[config.mk]
export PLATFORM = sky130hd
export DESIGN_NAME = latch_bank_write_ctrl
export DESIGN_NICKNAME = d
export VERILOG_FILES = /design/src/rtl/latch_ctrl_pkg.sv /design/src/rtl/rr_arb2.sv /design/src/rtl/latch_bank_write_ctrl.sv
export SDC_FILE = /design/constraint.sdc
export NUM_CORES = 1
export LEC_CHECK = 0
export ABC_AREA = 1
export CORE_MARGIN = 2
export CORE_UTILIZATION = 40
export DETAILED_ROUTE_END_ITERATION = 10
export PLACE_DENSITY = 0.77
export SLEW_MARGIN = 25
export SYNTH_ARGS = -nofsm -noshare
export SYNTH_HDL_FRONTEND = slang
export SYNTH_SLANG_ARGS = --single-unit
[constraint.sdc]
create_clock -name C -period 1.35 [get_ports C]
set_input_delay 0.2025 -clock C [delete_from_list [all_inputs] [get_ports C]]
set_output_delay 0.2025 -clock C [all_outputs]
set_load 0.05 [all_outputs]
[src/rtl/latch_ctrl_pkg.sv]
// Shared types for the latch bank write controller.
// State encoding, op codes and the two-way round-robin pick.
package latch_ctrl_pkg;

  typedef enum logic [2:0] {
    ST_INIT,
    ST_IDLE,
    ST_SETUP,
    ST_GATE,
    ST_HOLD
  } state_e;

  localparam logic OP_WRITE  = 1'b0;
  localparam logic OP_PRESET = 1'b1;

  // ptr names the requester that wins a tie
  function automatic logic [1:0] rr_pick(
    input logic [1:0] req,
    input logic       ptr
  );
    logic [1:0] g;
    g = 2'b00;
    unique case (1'b1)
      (req == 2'b00): g = 2'b00;
      (req == 2'b01): g = 2'b01;
      (req == 2'b10): g = 2'b10;
      default:        g = ptr ? 2'b10 : 2'b01;
    endcase
    return g;
  endfunction

endpackage

[src/rtl/rr_arb2.sv]
// Two-input round-robin arbiter.
// Pointer flips to the loser whenever a grant is taken.
module rr_arb2
  import latch_ctrl_pkg::*;
(
  input  logic       C,
  input  logic       R,
  input  logic [1:0] REQ,
  input  logic       ADV,
  output logic [1:0] GNT
);

  logic ptr_q;
  logic ptr_d;

  assign GNT = rr_pick(REQ, ptr_q);

  always_comb begin
    ptr_d = ptr_q;
    if (ADV && (GNT != 2'b00)) begin
      ptr_d = GNT[0];
    end
  end

  always_ff @(posedge C) begin
    if (R) begin
      ptr_q <= 1'b0;
    end else begin
      ptr_q <= ptr_d;
    end
  end

endmodule

[src/rtl/latch_bank_write_ctrl.sv]
// Sequences writes/presets into a bank of gated latches.
// Every output is a flop; next values come from the FSM below.
module latch_bank_write_ctrl
  import latch_ctrl_pkg::*;
#(
  parameter int WIDTH       = 4,
  parameter int ADDR_W      = 2,
  parameter int GATE_CYCLES = 1,
  parameter int INIT_PRESET = 1
) (
  input  logic                     C,
  input  logic                     R,
  input  logic [1:0]               REQ,
  input  logic [1:0]               OP,
  input  logic [ADDR_W-1:0]        ADDR0,
  input  logic [ADDR_W-1:0]        ADDR1,
  input  logic [WIDTH-1:0]         DATA0,
  input  logic [WIDTH-1:0]         DATA1,
  output logic [1:0]               ACK,
  output logic [WIDTH-1:0]         LD,
  output logic [(1<<ADDR_W)-1:0]   LG_N,
  output logic [(1<<ADDR_W)-1:0]   LPRE,
  output logic                     BUSY
);

  localparam int WORDS = 1 << ADDR_W;
  localparam int CNT_W = $clog2(GATE_CYCLES + 1);

  state_e              state_q, state_d;
  logic [CNT_W-1:0]    cnt_q, cnt_d;
  logic                op_q, op_d;
  logic [ADDR_W-1:0]   addr_q, addr_d;
  logic                id_q, id_d;
  logic [WIDTH-1:0]    ld_q, ld_d;
  logic [WORDS-1:0]    lg_n_q, lg_n_d;
  logic [WORDS-1:0]    lpre_q, lpre_d;
  logic [1:0]          ack_q, ack_d;
  logic                busy_q, busy_d;
  logic [1:0]          gnt;
  logic                adv;

  rr_arb2 u_arb (
    .C   (C),
    .R   (R),
    .REQ (REQ),
    .ADV (adv),
    .GNT (gnt)
  );

  always_comb begin
    state_d = state_q;
    cnt_d   = cnt_q;
    op_d    = op_q;
    addr_d  = addr_q;
    id_d    = id_q;
    ld_d    = ld_q;
    lg_n_d  = '1;
    lpre_d  = '0;
    ack_d   = 2'b00;
    adv     = 1'b0;

    case (state_q)
      ST_INIT: begin
        if (cnt_q != '0) begin
          lpre_d = '1;
          cnt_d  = cnt_q - 1'b1;
        end else begin
          state_d = ST_IDLE;
        end
      end

      ST_IDLE: begin
        if (REQ != 2'b00) begin
          adv = 1'b1;
          unique case (1'b1)
            gnt[0]: begin
              id_d   = 1'b0;
              op_d   = OP[0];
              addr_d = ADDR0;
              ld_d   = DATA0;
            end
            gnt[1]: begin
              id_d   = 1'b1;
              op_d   = OP[1];
              addr_d = ADDR1;
              ld_d   = DATA1;
            end
          endcase
          if (op_d == OP_PRESET) begin
            ld_d = '1;
          end
          state_d = ST_SETUP;
        end
      end

      ST_SETUP: begin
        state_d = ST_GATE;
        cnt_d   = CNT_W'(GATE_CYCLES - 1);
        if (op_q == OP_PRESET) begin
          lpre_d[addr_q] = 1'b1;
        end else begin
          lg_n_d[addr_q] = 1'b0;
        end
      end

      ST_GATE: begin
        if (cnt_q == '0) begin
          state_d    = ST_HOLD;
          ack_d[id_q] = 1'b1;
        end else begin
          cnt_d = cnt_q - 1'b1;
          if (op_q == OP_PRESET) begin
            lpre_d[addr_q] = 1'b1;
          end else begin
            lg_n_d[addr_q] = 1'b0;
          end
        end
      end

      ST_HOLD: begin
        state_d = ST_IDLE;
      end

      default: begin
        state_d = ST_IDLE;
      end
    endcase

    busy_d = (state_d != ST_IDLE);
  end

  // Reset drops every gate at once; an interrupted op never ACKs.
  always_ff @(posedge C) begin
    if (R) begin
      state_q <= (INIT_PRESET != 0) ? ST_INIT : ST_IDLE;
      cnt_q   <= CNT_W'(GATE_CYCLES);
      op_q    <= OP_WRITE;
      addr_q  <= '0;
      id_q    <= 1'b0;
      ld_q    <= '0;
      lg_n_q  <= '1;
      lpre_q  <= '0;
      ack_q   <= 2'b00;
      busy_q  <= (INIT_PRESET != 0);
    end else begin
      state_q <= state_d;
      cnt_q   <= cnt_d;
      op_q    <= op_d;
      addr_q  <= addr_d;
      id_q    <= id_d;
      ld_q    <= ld_d;
      lg_n_q  <= lg_n_d;
      lpre_q  <= lpre_d;
      ack_q   <= ack_d;
      busy_q  <= busy_d;
    end
  end

  assign ACK  = ack_q;
  assign LD   = ld_q;
  assign LG_N = lg_n_q;
  assign LPRE = lpre_q;
  assign BUSY = busy_q;

endmodule

==> results.md, run 1 <==
- The cell depth of the worst flop-to-flop path is 5.
- The post-synthesis sequential area ratio is 0.4374.
- Hold repair after CTS inserted 0 buffers.
- For this design the top-level I/O count stands at 33.
- The initial cell density of the core is 0.4089.
- In the post-route analysis, the smallest setup slack over all paths is around 0.17 ns.
- Counting stages on the worst path, the most repeated cell is nor2_1.
- The startpoint of the worst setup timing path is REQ[1].
- IR analysis of the VDD net gives a maximum drop of about 670 uV.
- The number of remaining DRC errors is 0.
- The final worst clock skew is around 0.0034 ns.
- The count of final max-slew check failures is 0.
- The kind of end point of the critical path is a flip-flop.
- Dividing the detail-routed wire length by the instance count gives between 10 and 15 um.
- The signal on the critical path passes through clkdlybuf4s50_1 > inv_2 > nand2_4 > inv_4 > nor2_8 > nand2_1 > nor2_1 > nor2_1.
- The insertion delay to the later sink of the worst-skew pair is a little over 0.3 ns.
- During placement, the flow inserted port buffers numbering 32.
- Among all stages on the critical path, the largest delay is contributed by clkdlybuf4s50_1.
- The average instance area after synthesis is between 7 and 8 sq um.
- The root buffer cell is clkbuf_4.
- The reg-to-reg critical path endpoint is LG_N[1]$_SDFF_PP1_.
- The commonest cells after synthesis are 30 x inv_1, 24 x dfxtp_1, 21 x nand3_1.
- The clock buffer count from CTS is 3.
- The first global-routing pass estimated ~3.7 mm of wire.
- The remaining global-route overflow is 0.
- Counting every net in the synthesized netlist gives between 150 and 200.
- Summed over all cells, the static leakage comes to a little under 0.0008 uW.
- The smallest clock period supported by the final layout is computed as ~1.2 ns.
- The detailed-routing iteration count for the pre-antenna-repair pass is 4.
- For the worst setup path, the data arrival time is roughly 1.4 ns.
- Data on the critical path is required at its endpoint by 1.56 ns.
- The number of stages on the worst hold path is 1.
- In this run the worst hold path is classified as flip-flop to flip-flop.
- For this block, the initial DRC count from the detailed router was 22.
- Entering global routing, the biggest net connects 13 pins.
- The region available for standard cell placement spans around 0.0027 sq mm.
- The filler cell count in the final layout is roughly 250.
- The highest clock rate is between 800 and 900 MHz.
- For this run, asynchronously set or reset flops after synthesis account for 0.
- The endpoint of the most critical setup path is addr_q[1]$_SDFFE_PP0P_.
- Setup repair after global routing left no endpoint under its margin.
- The final weighted congestion in routability-driven placement is roughly 0.80.
- In this run the core area contains 19 standard-cell rows.
- The final-report hold violation count was 0.
- Of the post-synthesis cell area, the dominant cell type holds 0.4374.
- The height of the chip is between 50 and 60 um.
- The final hold slack is between 0.4 and 0.5 ns.
- OpenSTA, run right after detailed placement, puts the worst setup slack at -0.1435 ns.
- The instance count of the mapped netlist is 150.
- The initial antenna violation count is 0.
- The clock passes through at most 2 buffers.
- The remaining number of nets flagged by the antenna check after routing is 0.
- The repair_antennas step left the layout with diodes totalling 0.
- The commonest register cell after synthesis is dfxtp_1.
- Of the cells placed in the final design, the portion with a size suffix greater than 1 is 0.2032.
- Setup slack on the worst reg-to-reg path comes out at about 0.20 ns.
- The tool flagged a number of max-cap violations equal to 0.
- For this run, the total global-route usage over all layers was measured as 0.1514.
- The most common cell in the synthesized netlist is inv_1.
- The tree built by TritonCTS fans out to 24 sinks.
- By area the synthesized netlist is led by dfxtp_1 44%, inv_1 10%, nand3_1 9.6%.
- Of the available clock period, the critical path in the final layout requires 0.8723.
- The flow ran to the end, and the final reports show no timing, DRC or antenna violations.
- The via density per instance is slightly below 5.
- After clock tree synthesis, the clock-pin slew on the worst setup and hold paths is approximately 0.12 ns.
- The full die area is between 0.003 and 0.004 sq mm.
- In this run the tightest slew margin relative to its limit is 0.8156.
- Detailed routing inserted a total of around 1100 vias.
- The startpoint class of the critical path is a primary input.
- The cell area reported after detailed placement is roughly 0.0016 sq mm.
- The launch instance of the worst register-to-register path is cnt_q$_SDFFE_PP1P_.
- The biggest area contributor in the post-synthesis netlist is dfxtp_1.
- Counting both buffers and inverters, the worst setup path holds a total of 3.
- In this design, the stage delay of the slowest critical-path cell is a little over 0.6 ns.
- The post-synthesis cell area is roughly 0.0011 sq mm.
- The kind of cell adding the most delay to the critical path is buffers and inverters.
- Setup violations remaining at the end of the flow were counted as 0.
- For this design the ratio of total power to cell area is 1052 mW/mm^2.
- The post-placement cell count is 215.
- Detailed placement ended at an HPWL of 1.907 mm.
- The class of the most critical setup path is primary input to flip-flop.
- The flip-flop and latch count after synthesis is 24.
- The post-cts resize count is 0.
- After routing the design area is between 0.0015 and 0.002 sq mm.
- The setup fix buffers added after clock tree synthesis is 0.
- The utilization after layout is 0.6139.
- In this run the number of H-tree levels came out at 1.
- The via count of the first global-routing pass is 941.
- Measured along the x axis, the die boundary spans approximately 56 um.
- The post-detailed-routing wire length is around 2.3 mm.
- In this run the worst path has a maximum fanout of 9.
- The count of cells in the finished layout, fillers not included, comes to about 220.
- In the final design database the tool counted between 200 and 250 nets.
- During synthesis, Yosys emitted a total of 0 warnings.
- For the pin with the worst max-slew slack, the measured transition is ~0.28 ns.
- The relative area change from synthesis to final layout is 50.11%.
- The number of cells on the critical path is 8.
- TritonCTS built the clock tree.
- After synthesis, the netlist uses 22 different library cells.
- In this run, synthesis inferred 0 flip-flops with an integrated enable.
-- placed cells by master (no fill, tap or decap), drive strengths merged, types with 3 or more instances in the layout --
master / synthesis / routed
a21oi: 12 / 12
buf: 1 / 19
clkbuf: 1 / 3
clkdlybuf4s50: 0 / 17
dfxtp: 24 / 24
inv: 34 / 34
nand2: 24 / 24
nand3: 23 / 23
nor2: 18 / 18
nor3: 7 / 7
o21ai: 4 / 4
-- layer usage --
layer  track usage  wire length, um
met5             0                0
met1        0.1341              914
met4       0.09864               51
met2        0.3059             1265
met3       0.02304               94
-- how the worst min path moves through the flow --
stage	from	end	slack (ns)
2_1_floorplan	R	state_q[2]$_SDFF_PP0_	0.28
3_3_place_gp	id_q$_SDFFE_PP0P_	ACK[0]$_SDFF_PP0_	0.44
3_5_place_dp	id_q$_SDFFE_PP0P_	ACK[0]$_SDFF_PP0_	0.45
4_1_cts	id_q$_SDFFE_PP0P_	ACK[0]$_SDFF_PP0_	0.47
5_1_grt	id_q$_SDFFE_PP0P_	ACK[0]$_SDFF_PP0_	0.49
6_report	id_q$_SDFFE_PP0P_	ACK[0]$_SDFF_PP0_	0.47
-- where the power goes --
group / switching (uW) / internal (uW) / total [uW]
logic: 328 / 269 / 596
registers: 60.4 / 772 / 833
clock network: 202 / 104 / 306
total: 590 / 1140 / 1740
-- area by class of cell --
cell class / count / area, sq um / area share
clock buffers: 3 / 22.52 / 0.01366
inverters: 34 / 130.1 / 0.07891
multi-input cells: 90 / 476.7 / 0.2891
flip-flops and latches: 24 / 480.5 / 0.2914
well taps: 31 / 38.79 / 0.02352
repair buffers: 36 / 500.5 / 0.3035
-- state kept, by name (all words and copies together) (netlist names) --
name / cells
ACK: 2
BUSY: 1
LD: 4
LG_N: 4
LPRE: 4
addr_q: 2
cnt_q: 1
id_q: 1
op_q: 1
state_q: 3
u_arb.ptr_q: 1
-- through the flow --
step / power [uW] / TNS, ns
global placement: 1428 / -0.6565
floorplan: 1172 / 0
detailed placement: 1445 / -1.038
finish: 1735 / 0
CTS: 1743 / 0
global route: 1820 / 0
-- cells by family after synthesis --
kind of cell           after synthesis  synth area share
AOI/OAI and AO/OA                   16           0.07289
and+or+nand+nor                     74            0.3610
DFF                                 24            0.4374
buffers and inverters               36            0.1287
(Power assumes the default switching activity.)
==> run 2: changes to the inputs <==
--- a/config.mk
+++ b/config.mk
@@ -9,7 +9,8 @@
 export CORE_MARGIN = 2
 export CORE_UTILIZATION = 40
 export DETAILED_ROUTE_END_ITERATION = 10
-export PLACE_DENSITY = 0.77
+export DONT_BUFFER_PORTS = 1
+export PLACE_DENSITY = 0.61
 export SLEW_MARGIN = 25
 export SYNTH_ARGS = -nofsm -noshare
 export SYNTH_HDL_FRONTEND = slang
==> run 2 against run 1 <==
  * Combinational power is 44% lower
  * Core utilization down 16 points
  * Register-to-register slack hardly changed
  * Clock power increased by 66%
  * Global-route usage shrank 1.2 points
  * Flip-flop and latch count unchanged
  * Fmax up 1.7%
  * Hold slack worse by 0.46 ns
  * Sequential share of layout area is 10 points higher
  * Critical path type is now flip-flop to output pin
  * Critical endpoint is now LPRE[3]
==> results.md, run 2 (synthesized netlist as in run 1, its figures left out) <==
- The run finished with clean final reports.
- The total negative slack is 0 ns (unchanged).
- The utilization after layout was 0.4574 (-0.1565).
- The core footprint came to 0.002686 sq mm (unchanged).
- The final-report hold violation count is 0 (unchanged).
- The I/O pin total is 33 (unchanged).
- The sum of net half-perimeters after detailed placement is 1.540 mm (-19%).
- TritonCTS built the clock tree.
- The number of buffer cells added on primary ports is 0 (-100%).
- The final worst clock skew is 0.005910 ns (+0.002484 ns).
- The via count of the first global-routing pass was 799 (-15%).
- The clock buffer count from CTS is 3 (unchanged).
- Leaving out fill and tap cells, the most frequent cell in the layout is inv_1.
- The startpoint class of the critical path is a flip-flop.
- The cell area reported after detailed placement is 0.001156 sq mm (-29%).
- The maximum number of buffers from clock root to sink is 2 (unchanged).
- The register share of total power was 0.516 (+0.036).
- The proportion of total power due to net switching is 0.3174 (-0.02278).
- The worst hold path terminates at LD[2]$_SDFFE_PP0P_.
- The filler cell count in the final layout is 290 (+17%).
- The maximum fanout along the worst path is 1 (-8).
- The height of the chip is 56.41 um (unchanged).
- The number of max-capacitance violations reported came to 0 (unchanged).
- The worst-case headroom to the max-slew limit is 0.6823 (-0.1332).
- The setup slack of the worst register-to-register path was 0.21 ns (about the same).
- The via density per instance is 5.005 (+3.5%).
- The transition time of the tightest slew-check pin was 0.4759 ns (+0.2001 ns).
- The CTS H-tree depth was 1 (unchanged).
- The count of final max-slew check failures came to 0 (unchanged).
- The initial antenna violation count is 0 (unchanged).
- The cell depth of the worst flop-to-flop path was 5 (unchanged).
- The cell area after layout is 0.001229 sq mm (-25%).
- The number of stages on the worst hold path is 3 (+2).
- The row count is 19 (unchanged).
- The power density over the cells is 1408 mW/mm^2 (+34%).
- The largest net degree at the start of global routing is 15 (+2).
- The insertion delay to the later sink of the worst-skew pair is 0.31 ns (about the same).
- The initial cell density of the core was 0.4089 (unchanged).
- Setup repair after global routing left no endpoint under its margin.
- The kind of end point of the critical path is an output pin.
- The footprint of the flip-flops and latches was 480.5 sq um (unchanged).
- The top cell types in the final layout, fill and taps aside, are 30 x inv_1, 24 x dfxtp_1, 21 x nand3_1, 18 x nand2_1, 16 x nor2_1.
- The number of remaining DRC errors came to 0 (unchanged).
- The portion of the clock cycle consumed by the worst path in the final layout is 0.8575 (-0.01473).
- The highest clock rate is 863.8 MHz (+1.7%).
- The final setup violation count was 0 (unchanged).
- The post-detailed-routing wire length is 1.958 mm (-16%).
- The switching power is 548.9 uW (-7.0%).
- The internal power consumption is 1180 uW (+3.1%).
- The wire length of the first global-routing pass is 3.450 mm (-6.4%).
- The worst supply voltage drop on vdd is 772.5 uV (+15%).
- The setup fix buffers added after clock tree synthesis is 0 (unchanged).
- The worst endpoint data arrival time is 0.96 ns (-0.43 ns).
- The clock sink count is 24 (unchanged).
- The detailed-routing iteration count for the pre-antenna-repair pass was 5 (+1).
- The overall die width came to 56.41 um (unchanged).
- The shortest period the worst path allows is 1.158 ns (-0.01989 ns).
- The leakage power is 0.0006006 uW (-23%).
- The relative area change from synthesis to final layout is 11.85%.
- The final weighted congestion in routability-driven placement is 0.7661 (-4.7%).
- The average wire per cell in the routed design is 10.36 um (-2.9%).
- The class of the tightest hold or removal check is primary input to flip-flop.
- The area of the multi-input gates was 476.7 sq um (unchanged).
- The class of the most critical setup path is flip-flop to output pin.
- The root buffer cell chosen for the clock tree is clkbuf_4.
- The launch instance of the worst register-to-register path is cnt_q$_SDFFE_PP1P_.
- The overall power is 1729 uW (-0.34%).
- The endpoint identified for the worst register-to-register timing path is LG_N[3]$_SDFF_PP1_.
- The data required time of the critical path is 1.15 ns (-0.41 ns).
- The count of antenna diodes in the layout was 0 (unchanged).
- The starting DRC count in detailed routing is 15 (-32%).
- The startpoint of the worst hold path is R.
- The share of power burned in combinational logic was 0.191 (-0.153).
- The full die area is 0.003182 sq mm (unchanged).
- The share of cells above drive strength 1 is 0.1519 (-0.05131).
- The portion of total power attributed to the clock network is 0.293 (+0.116).
- The register clock-pin slew on the reported worst setup and hold paths is 0.13 ns (about the same).
- The remaining global-route overflow is 0 (unchanged).
- The remaining number of nets flagged by the antenna check after routing is 0 (unchanged).
- The all-layer global routing usage came to 0.1393 (-0.01217).
- The number of nets at the end of the flow is 177 (-14%).
- The number of vias in the routed layout is 946 (-10%).
[run 2: final cells by class]
cell class              instances  area share
clock buffers                   3     0.01833
clock inverters                 1     0.02444
multi-input cells              90      0.3880
inverters                      34      0.1059
well taps                      31     0.03157
repair buffers                  6     0.04073
flip-flops and latches         24      0.3910
[run 2: per-layer routing]
metal / track usage / share of wire / up-vias
li1: - / - / 487
met1: 0.1667 / 0.41 / 420
met2: 0.2252 / 0.50 / 34
met3: 0.02765 / 0.061 / 5
met4: 0.09184 / 0.029 / 0
met5: 0 / 0 / -
[run 2: worst max-delay path by stage]
stage / from / endpoint / slack [ns] / cells past startpoint
4_1_cts: LPRE[3]$_SDFF_PP0_ / LPRE[3] / 0.17 / 0
2_1_floorplan: state_q[1]$_SDFF_PP0_ / addr_q[0]$_SDFFE_PP0P_ / 0.35 / 6
3_5_place_dp: cnt_q$_SDFFE_PP1P_ / LG_N[3]$_SDFF_PP1_ / 0.22 / 5
3_3_place_gp: cnt_q$_SDFFE_PP1P_ / LG_N[3]$_SDFF_PP1_ / 0.24 / 5
6_report: LPRE[3]$_SDFF_PP0_ / LPRE[3] / 0.19 / 0
5_1_grt: u_arb.ptr_q$_SDFFE_PP0P_ / LD[0]$_SDFFE_PP0P_ / 0.07 / 7
[run 2: through the flow]
| stage | hold slack, ns | worst slack (ns) | cells |
|---|---|---|---|
| after detailed placement | 0.2759 | 0.2179 | 183 |
| after CTS | 0.005931 | 0.1747 | 188 |
| after floorplan | 0.2770 | 0.3548 | 150 |
| after global placement | 0.2749 | 0.2448 | 183 |
| final | 0.01383 | 0.1923 | 189 |
| after global routing | 0.002276 | 0.06984 | 189 |
[run 2: repair_timing]
item	CTS	global route
hold endpoints to repair	13	1
gates resized for setup	0	0
hold buffers	1	1
[run 2: power groups by stage]
stage	Clock [uW]	Sequential, uW	Combinational, uW
5_1_grt	555	902	375
4_1_cts	522	893	330
6_report	507	892	331
3_3_place_gp	0	907	317
2_1_floorplan	0	950	222
3_5_place_dp	0	910	322
==> run 3: changes to the inputs <==
==> constraint.sdc (replaced) <==
create_clock -name C -period 1.35 [get_ports C]
set_input_delay 0.2025 -clock C [delete_from_list [all_inputs] [get_ports C]]
set_output_delay 0.2025 -clock C [all_outputs]
set_load 0.02 [all_outputs]
==> run 3 against run 2 <==
  * Flip-flop and latch count stayed put
  * Sequential power is 3.5% lower
  * Critical path depth is 5 higher
  * Wire length is 4.3% higher
  * Critical endpoint is now LG_N[1]$_SDFF_PP1_
  * Count of clock-buffer cells in the layout stayed put
  * Die area stayed put
  * Hold slack worse by 0.0074 ns
==> results.md, run 3 (synthesized netlist as in run 1, its figures left out) <==
- The filler cell count in the final layout was 281 (-3.1%).
- The number of non-filler instances in the completed layout was 184 (-2.6%).
- The shortest period the worst path allows was 1.143 ns (-0.01471 ns).
- The cell area reported after detailed placement is 0.001126 sq mm (-2.6%).
- The total of hold buffers inserted after clock tree synthesis is 1 (unchanged).
- The leakage power is 0.0005752 uW (-4.2%).
- Leaving out fill and tap cells, the most frequent cell in the layout is inv_1.
- The worst endpoint data arrival time is 1.36 ns (+0.40 ns).
- The overall die width is 56.41 um (unchanged).
- The insertion delay to the later sink of the worst-skew pair is 0.32 ns (about the same).
- The post-placement cell count is 179 (-2.2%).
- The portion of the clock cycle consumed by the worst path in the final layout is 0.8466 (-0.01090).
- The wire length of the first global-routing pass is 3.546 mm (+2.8%).
- The post-detailed-routing wire length came to 2.042 mm (+4.3%).
- The startpoint identified for the worst register-to-register timing path is cnt_q$_SDFFE_PP1P_.
- The maximum fanout along the worst path was 4 (+3).
- The clock buffer count from CTS is 3 (unchanged).
- The worst register-to-register path ends at LG_N[1]$_SDFF_PP1_.
- The startpoint class of the critical path is a flip-flop.
- The total negative slack came to 0 ns (unchanged).
- The worst supply voltage drop on vdd came to 565.1 uV (-27%).
- The flow ran to the end, and the final reports show no timing, DRC or antenna violations.
- The largest stage delay on the critical path is around 0.38 ns.
- The number of remaining DRC errors is 0 (unchanged).
- The remaining global-route overflow is 0 (unchanged).
- The remaining number of nets flagged by the antenna check after routing came to 0 (unchanged).
- The share of cells above drive strength 1 is 0.1307 (-0.02118).
- The number of buffer cells added on primary ports is 0 (unchanged).
- The final setup violation count is 0 (unchanged).
- The root buffer cell is clkbuf_4.
- The largest net degree at the start of global routing came to 15 (unchanged).
- The cell area after layout is 0.001189 sq mm (-3.3%).
- The register clock-pin slew on the reported worst setup and hold paths is 0.13 ns (about the same).
- The clock sink count came to 24 (unchanged).
- Setup repair after global routing left no endpoint under its margin.
- The library cells used most frequently in the layout, excluding fill and tap cells, are 30 x inv_1, 24 x dfxtp_1, 21 x nand3_1, 18 x nand2_1, 16 x nor2_1.
- The number of max-capacitance violations reported came to 0 (unchanged).
- The number of vias in the routed layout is 904 (-4.4%).
- The detailed-routing iteration count for the pre-antenna-repair pass is 4 (-1).
- The critical path starts at cnt_q$_SDFFE_PP1P_.
- The final weighted congestion in routability-driven placement came to 0.7690 (+0.38%).
- The via density per instance came to 4.913 (-1.8%).
- TritonCTS built the clock tree.
- The endpoint of the most critical setup path is LG_N[1]$_SDFF_PP1_.
- The setup fix buffers added after clock tree synthesis is 0 (unchanged).
- Together, buffers and inverters on the worst path number 1.
- The relative area change from synthesis to final layout is 8.200%.
- The final worst clock skew came to 0.003071 ns (-0.002839 ns).
- The sum of net half-perimeters after detailed placement came to 1.607 mm (+4.4%).
- The initial cell density of the core came to 0.4089 (unchanged).
- The average wire per cell in the routed design was 11.10 um (+7.1%).
- The I/O pin total is 33 (unchanged).
- The count of final max-slew check failures is 0 (unchanged).
- The number of nets at the end of the flow came to 172 (-2.8%).
- The CTS H-tree depth is 1 (unchanged).
- The core footprint is 0.002686 sq mm (unchanged).
- The initial antenna violation count is 0 (unchanged).
- The power density over the cells is 1381 mW/mm^2 (-1.9%).
- The worst-case headroom to the max-slew limit is 0.7420 (+0.05968).
- The transition time of the tightest slew-check pin is 0.3857 ns (-0.09015 ns).
- The class of the tightest hold or removal check is primary input to flip-flop.
- The overall power is 1641 uW (-5.1%).
- The via count of the first global-routing pass is 879 (+10%).
- The maximum number of buffers from clock root to sink was 2 (unchanged).
- The row count came to 19 (unchanged).
- The height of the chip is 56.41 um (unchanged).
- On the critical path, the stage with the largest delay is an instance of dfxtp_1.
- The post-cts resize count is 0 (unchanged).
- The final-report hold violation count is 0 (unchanged).
- The full die area is 0.003182 sq mm (unchanged).
- The setup slack of the worst register-to-register path is 0.21 ns (about the same).
- The signal on the critical path passes through inv_1 > nand2_1 > nand3_2 > nor3_2 > nand3_1.
- The data required time of the critical path is 1.56 ns (+0.41 ns).
- The highest clock rate is 874.9 MHz (+1.3%).
- The worst setup path is captured at a flip-flop.
- The cell depth of the worst flop-to-flop path was 5 (unchanged).
- The class of the most critical setup path is flip-flop to flip-flop.
- The starting DRC count in detailed routing is 12 (-3).
- The number of cells on the critical path is 5 (+5).
- The cell family contributing the most delay on the critical path is simple AND/OR/NAND/NOR gates.
- The count of antenna diodes in the layout is 0 (unchanged).
- The all-layer global routing usage is 0.1425 (+0.003236).
[run 3: cell types whose count changed in the layout (fill, tap and decap cells not counted)]
cell / previous run / this run
dlygate4sd3_1: 2 / 1
buf_4: 4 / 0
[run 3: per-stage QoR]
| stage | worst slack [ns] | hold WS (ns) | utilization |
|---|---|---|---|
| after floorplan | 0.3548 | 0.2770 | - |
| final | 0.2070 | 0.006457 | 0.4425 |
| after global placement | 0.2360 | 0.2739 | 0.4192 |
| after global routing | 0.07261 | 0.006574 | 0.4425 |
| after CTS | 0.1912 | 0.004546 | 0.4425 |
| after detailed placement | 0.2162 | 0.2764 | 0.4192 |
[run 3: per-layer routing]
metal	global-route usage	wire (um)
met3	0.02995	101
met5	0	0
met1	0.1461	864
met4	0.08844	41
met2	0.2605	1035
[run 3: area by class of cell]
type | instances | area [sq um] | area share
multi-input combinational | 90 | 476.7 | 0.4011
clock buffer | 3 | 22.52 | 0.01895
clock inverter | 1 | 30.03 | 0.02526
tap | 31 | 38.79 | 0.03263
inverter | 34 | 130.1 | 0.1095
timing repair buffer | 1 | 10.01 | 0.008421
sequential | 24 | 480.5 | 0.4042
[run 3: worst reg2reg max path, stage by stage (launching register included)]
cell,delay [ns]
dfxtp_1,0.38
inv_1,0.06
nand2_1,0.15
nand3_2,0.12
nor3_2,0.22
nand3_1,0.10
[run 3: how the worst min path moves through the flow]
stage / startpoint / to / slack (ns) / depth (start not counted)
after global routing: R / LD[0]$_SDFFE_PP0P_ / 0.007 / 3
final: R / LD[2]$_SDFFE_PP0P_ / 0.006 / 3
after detailed placement: R / state_q[1]$_SDFF_PP0_ / 0.28 / 1
after CTS: R / LD[0]$_SDFFE_PP0P_ / 0.005 / 3
after global placement: R / state_q[1]$_SDFF_PP0_ / 0.27 / 1
after floorplan: R / state_q[2]$_SDFF_PP0_ / 0.28 / 1
[run 3: report_power, final]
group / internal, uW / leakage [uW] / switching, uW
clock network: 301 / 0.0000279 / 222
registers: 772 / 0.000197 / 89.2
logic: 89.3 / 0.000350 / 168
